--- src/rtl/rvm_mem_arbiter.sv ---
// Memory port arbiter: shares one memory port between fetch (f_*) and load/store (d_*) requesters.
// Optional round-robin arbitration when RVM_MEM_ARB_RR_EN is defined; otherwise data has fixed priority.
//
// state | meaning
// IDLE  | no access in flight; sample requests and latch the winner
// ACC   | drive the memory port until the memory accepts or the stall timer expires
// RESP  | present a one-cycle done pulse to the winner, then return to IDLE
module rvm_mem_arbiter #(
  parameter int STALL_TIMEOUT = 255,
  parameter int TMO_W         = 8
) (
  input  logic        clk,
  input  logic        resetn,
  input  logic        f_req,
  input  logic [31:0] f_addr,
  output logic        f_done,
  output logic [31:0] f_rdata,
  output logic        f_error,
  input  logic        d_req,
  input  logic        d_wen,
  input  logic [31:0] d_addr,
  input  logic [31:0] d_wdata,
  input  logic [3:0]  d_ben,
  output logic        d_done,
  output logic [31:0] d_rdata,
  output logic        d_error,
  output logic [31:0] mem_addr,
  input  logic [31:0] mem_rdata,
  output logic [31:0] mem_wdata,
  output logic        mem_c_en,
  output logic [3:0]  mem_b_en,
  output logic        mem_w_en,
  input  logic        mem_error,
  input  logic        mem_stall,
  output logic        busy
);

  typedef enum logic [1:0] {
    IDLE = 2'd0,
    ACC  = 2'd1,
    RESP = 2'd2
  } state_t;

  localparam logic [TMO_W-1:0] TMO_LIMIT = TMO_W'(STALL_TIMEOUT);
  localparam bit               TMO_ON    = (STALL_TIMEOUT != 0);

  state_t            state_q, state_nxt;
  logic [TMO_W-1:0]  cnt_q, cnt_nxt, cnt_inc;
  logic              sel_d_q, sel_d_nxt;
  logic              grant_any, grant_d;
  logic              timeout_hit;

  logic              f_done_nxt, f_error_nxt, d_done_nxt, d_error_nxt;
  logic [31:0]       f_rdata_nxt, d_rdata_nxt;
  logic [31:0]       mem_addr_nxt, mem_wdata_nxt;
  logic              mem_c_en_nxt, mem_w_en_nxt;
  logic [3:0]        mem_b_en_nxt;
  logic              busy_nxt;

`ifdef RVM_MEM_ARB_RR_EN
  // last_d_q = 1 when data won most recently; a tie goes to the other side.
  logic last_d_q, last_d_nxt;
  assign grant_d = d_req & (~f_req | ~last_d_q);
`else
  assign grant_d = d_req;
`endif

  assign grant_any   = d_req | f_req;
  assign cnt_inc     = cnt_q + TMO_W'(1);
  assign timeout_hit = TMO_ON && (cnt_inc == TMO_LIMIT);

  always_comb begin
    state_nxt     = state_q;
    cnt_nxt       = cnt_q;
    sel_d_nxt     = sel_d_q;
    f_done_nxt    = 1'b0;
    f_rdata_nxt   = '0;
    f_error_nxt   = 1'b0;
    d_done_nxt    = 1'b0;
    d_rdata_nxt   = '0;
    d_error_nxt   = 1'b0;
    mem_addr_nxt  = mem_addr;
    mem_wdata_nxt = mem_wdata;
    mem_c_en_nxt  = mem_c_en;
    mem_b_en_nxt  = mem_b_en;
    mem_w_en_nxt  = mem_w_en;
`ifdef RVM_MEM_ARB_RR_EN
    last_d_nxt    = last_d_q;
`endif

    unique case (state_q)
      IDLE: begin
        cnt_nxt = '0;
        if (grant_any) begin
          state_nxt     = ACC;
          sel_d_nxt     = grant_d;
          mem_c_en_nxt  = 1'b1;
          mem_addr_nxt  = grant_d ? d_addr : f_addr;
          mem_wdata_nxt = grant_d ? d_wdata : 32'h0;
          mem_b_en_nxt  = grant_d ? d_ben : 4'hF;
          mem_w_en_nxt  = grant_d & d_wen;
`ifdef RVM_MEM_ARB_RR_EN
          last_d_nxt    = grant_d;
`endif
        end
      end

      ACC: begin
        if (!mem_stall || timeout_hit) begin
          state_nxt     = RESP;
          cnt_nxt       = '0;
          mem_c_en_nxt  = 1'b0;
          mem_addr_nxt  = '0;
          mem_wdata_nxt = '0;
          mem_b_en_nxt  = '0;
          mem_w_en_nxt  = 1'b0;
          // A completed access wins over a timeout that lands on the same cycle.
          if (!mem_stall) begin
            d_done_nxt  = sel_d_q;
            f_done_nxt  = ~sel_d_q;
            d_rdata_nxt = (sel_d_q && !mem_w_en) ? mem_rdata : 32'h0;
            f_rdata_nxt = sel_d_q ? 32'h0 : mem_rdata;
            d_error_nxt = sel_d_q & mem_error;
            f_error_nxt = ~sel_d_q & mem_error;
          end else begin
            d_done_nxt  = sel_d_q;
            f_done_nxt  = ~sel_d_q;
            d_error_nxt = sel_d_q;
            f_error_nxt = ~sel_d_q;
          end
        end else begin
          cnt_nxt = (cnt_q == '1) ? cnt_q : cnt_inc;
        end
      end

      RESP: begin
        state_nxt = IDLE;
        cnt_nxt   = '0;
      end

      default: begin
        state_nxt = IDLE;
        cnt_nxt   = '0;
      end
    endcase

    busy_nxt = (state_nxt != IDLE);
  end

  always_ff @(posedge clk) begin
    if (!resetn) begin
      state_q   <= IDLE;
      cnt_q     <= '0;
      sel_d_q   <= 1'b0;
      f_done    <= 1'b0;
      f_rdata   <= '0;
      f_error   <= 1'b0;
      d_done    <= 1'b0;
      d_rdata   <= '0;
      d_error   <= 1'b0;
      mem_addr  <= '0;
      mem_wdata <= '0;
      mem_c_en  <= 1'b0;
      mem_b_en  <= '0;
      mem_w_en  <= 1'b0;
      busy      <= 1'b0;
`ifdef RVM_MEM_ARB_RR_EN
      last_d_q  <= 1'b0;
`endif
    end else begin
      state_q   <= state_nxt;
      cnt_q     <= cnt_nxt;
      sel_d_q   <= sel_d_nxt;
      f_done    <= f_done_nxt;
      f_rdata   <= f_rdata_nxt;
      f_error   <= f_error_nxt;
      d_done    <= d_done_nxt;
      d_rdata   <= d_rdata_nxt;
      d_error   <= d_error_nxt;
      mem_addr  <= mem_addr_nxt;
      mem_wdata <= mem_wdata_nxt;
      mem_c_en  <= mem_c_en_nxt;
      mem_b_en  <= mem_b_en_nxt;
      mem_w_en  <= mem_w_en_nxt;
      busy      <= busy_nxt;
`ifdef RVM_MEM_ARB_RR_EN
      last_d_q  <= last_d_nxt;
`endif
    end
  end

endmodule

--- config.mk ---
export PLATFORM = sky130hd
export DESIGN_NAME = rvm_mem_arbiter
export DESIGN_NICKNAME = d
export VERILOG_FILES = /design/src/rtl/rvm_mem_arbiter.sv
export SDC_FILE = /design/constraint.sdc
export NUM_CORES = 1
export LEC_CHECK = 0
export ABC_AREA = 1
export BUFFER_PORTS_ARGS = -buffer_cell sky130_fd_sc_hd__buf_2
export CORE_MARGIN = 1
export CORE_UTILIZATION = 45
export CTS_CLUSTER_SIZE = 16
export DETAILED_ROUTE_END_ITERATION = 10
export MAX_ROUTING_LAYER = met4
export PLACE_DENSITY = 0.81
export SYNTH_ARGS = -nofsm -noshare
export SYNTH_HDL_FRONTEND = slang
export SYNTH_SLANG_ARGS = --single-unit
--- constraint.sdc ---
create_clock -name clk -period 2.55 [get_ports clk]
set_input_delay 0.3825 -clock clk [delete_from_list [all_inputs] [get_ports clk]]
set_output_delay 0.3825 -clock clk [all_outputs]
set_load 0.05 [all_outputs]
==> impl_metrics.tcl <==
set metrics [dict create \
    status "completed" \
    nFillCells 1114 \
    final_cell_area_um2 7880 \
    cp.arrival_ns 2.24 \
    synth_nets 819 \
    crit_path_max_fanout 39 \
    syn-cell-area_um2 5871 \
    die_area_um2 13510 \
    start_util_pct 46.33 \
    final_common_cell "buf_2" \
    grt_pass1_vias 4755 \
    yosysSeqAreaShare_pct 51.15 \
    slew_headroom_pct 30.45 \
    pwr-share-clk_pct 40.1 \
    cts_tree "yes" \
    yosysWarnings 0 \
    wirelength_um 14610 \
    syn_inst 678 \
    ant_nets 0 \
    mostFrequentLayoutCells "buf_2, nand2_1, dfxtp_1" \
    fin_crit_ns 1.957 \
    die_y_um 116.2 \
    gp_congestion 0.9346 \
    post_cts_resized 0 \
    power_leakage_uw 0.003793 \
    combPwrFrac_pct 18.5 \
    min_path_type "in -> reg" \
    cell_internal_pwr_uw 4228 \
    vdd_drop_max_mv 0.5047 \
    place_area_um2 7287 \
    fmax_ghz 0.5111 \
    vias_per_cell 4.703 \
    synth-seq-cells 150 \
    fin_skew_ns 0.007209 \
    criticalPathCategory "reg -> reg" \
    grt_antenna_before_repair 1 \
    drc_errors 0 \
    multi_input_area_um2 2411 \
    numPortBuffers 277 \
    drtIter0Drc 306 \
    worst_pin_slew_ns 1.042 \
    nNetsFinal 1078 \
    netlist-cell-type-count 29 \
    io_pins 278 \
    layout_worst_path_cycle_share_pct 76.73 \
    htree_levels 4 \
    setup_viol 0 \
    rows 41 \
    fp.dieW_um 116.2 \
    synth_edf_count 0 \
    wire_per_inst_um 13.01 \
    drt-pass1-iter-count 4 \
    synth_flop_cell "dfxtp_1" \
    end_kind "flop" \
    regArea_um2 3003 \
    tns_ns 0 \
    num_vias 5281 \
    dp_hpwl_um 10450 \
    grt_pass1_wl_um 22600 \
    area_growth_pct 34.23 \
    swShare_pct 30.62 \
    clockRootBuffer "clkbuf_16" \
    grt_max_degree 72 \
    hold_violations 0 \
    clkSlewWorstSetupHoldPaths_ns 0.06 \
    p_sw_uw 1866 \
    hold_buffers 0 \
    async_flop_share_pct 0 \
    p_total_uw 6094 \
    rsz0062_at_grt "false" \
    worstSkewPairLatency_ns 0.42 \
    cts_setup_buffers 0 \
    overflow 0 \
    cts_made_buffers 17 \
    worst_setup_path_start_kind "flop" \
    track_usage_pct 22.51 \
    final_util_pct 62.19 \
    power_density_nw_per_um2 773.3 \
    core_area_um2 12670 \
    syn_avg_cell_area_um2 8.659 \
    cts_buffer_depth 2 \
    cap_violations 0 \
    pwr-share-seq_pct 41.3 \
    layout-drive-gt1-share_pct 45.68 \
    cp_data_required_time_ns 2.83 \
    clkSinkCount 150 \
    final_max_slew_viol_count 0 \
]
Yosys cell counts, types with 3 or more instances:
library cell	number	share of area (%)
dfxtp_1	150	51
nand3_1	25	2.1
nor3_1	34	2.9
buf_2	13	1.1
nand2_1	180	12
clkbuf_1	25	1.6
nand2_2	4	0.43
buf_12	6	2.0
nor2_2	3	0.32
a21oi_2	50	7.5
inv_1	43	2.7
nand3_2	50	8.5
o21ai_0	5	0.43
a21oi_1	29	2.5
nor2_1	40	2.6
buf_1	3	0.19
layer usage:
layer / vias to the layer above / share of wire, % / global-route usage, %
met2: 213 / 49 / 36.92
met5: - / 0 / -
met3: 25 / 6.5 / 6.902
met1: 2351 / 42 / 25.46
li1: 2692 / - / -
met4: 0 / 2.2 / 9.231
worst paths after layout:
kind	to	depth (start not counted)	slack [ns]	start
worst min register to register	mem_wdata[23]	2	0.47	mem_wdata[23]
worst max register to register	mem_c_en	11	0.59	cnt_q[1]
worst max-delay path	mem_c_en	11	0.59	cnt_q[1]
worst min-delay path	d_rdata[9]	3	0.20	mem_rdata[9]
worst max-delay path, stage by stage, from the launching register on:
cell and delay, ns:
dfxtp_1 0.39, ha_1 0.24, nand3_1 0.12, o21bai_1 0.15
nand2_1 0.09, nor2_1 0.13, nand2_2 0.07, nand2_2 0.08
nand2_4 0.05, buf_4 0.30, nand2_1 0.13, a21oi_1 0.06
cell type report:
| cell class | count | area share [%] |
|---|---|---|
| Sequential cell | 150 | 38.11 |
| Timing Repair Buffer | 287 | 18.86 |
| Multi-Input combinational cell | 436 | 30.60 |
| Tap cell | 172 | 2.731 |
| Inverter | 45 | 2.175 |
| Antenna cell | 1 | 0.03176 |
| Clock buffer | 18 | 5.573 |
| Clock inverter | 14 | 1.921 |
kinds of logic (layout without fill, tap and decap cells):
kind of cell | count (synthesis) | after routing | synth area share (%)
and+or+nand+nor | 345 | 345 | 29.62
DFF | 150 | 150 | 51.15
buffers and inverters | 92 | 364 | 7.822
AOI/OAI and AO/OA | 88 | 88 | 10.83
adders and majority gates | 2 | 2 | 0.4262
xor gates and xnor gates | 1 | 1 | 0.1492
other | 0 | 1 | 0
per-stage QoR:
step	setup slack [ns]	std cells	hold slack [ns]
after floorplan	0.8218	678	0.4416
after global placement	0.6491	1090	0.4563
after detailed placement	0.6031	1090	0.4599
after CTS	0.5764	1122	0.1789
after global routing	0.3384	1123	0.1887
final	0.5935	1123	0.1974
power groups by stage:
stage | sequential, uW | combinational [uW] | clock [uW]
finish | 2520 | 1130 | 2450
global route | 2530 | 1210 | 2620
CTS | 2520 | 1140 | 2500
detailed placement | 2570 | 1140 | 0
global placement | 2570 | 1130 | 0
floorplan | 2940 | 477 | 0
sequential cells by signal, summed over array words and instances (netlist names), 2 cells and up:
signal / flops
mem_addr: 32
cnt_q: 8
mem_wdata: 32
f_rdata: 32
state_q: 2
d_rdata: 32
mem_b_en: 4
No activity file was read; power rests on OpenSTA's default activity.
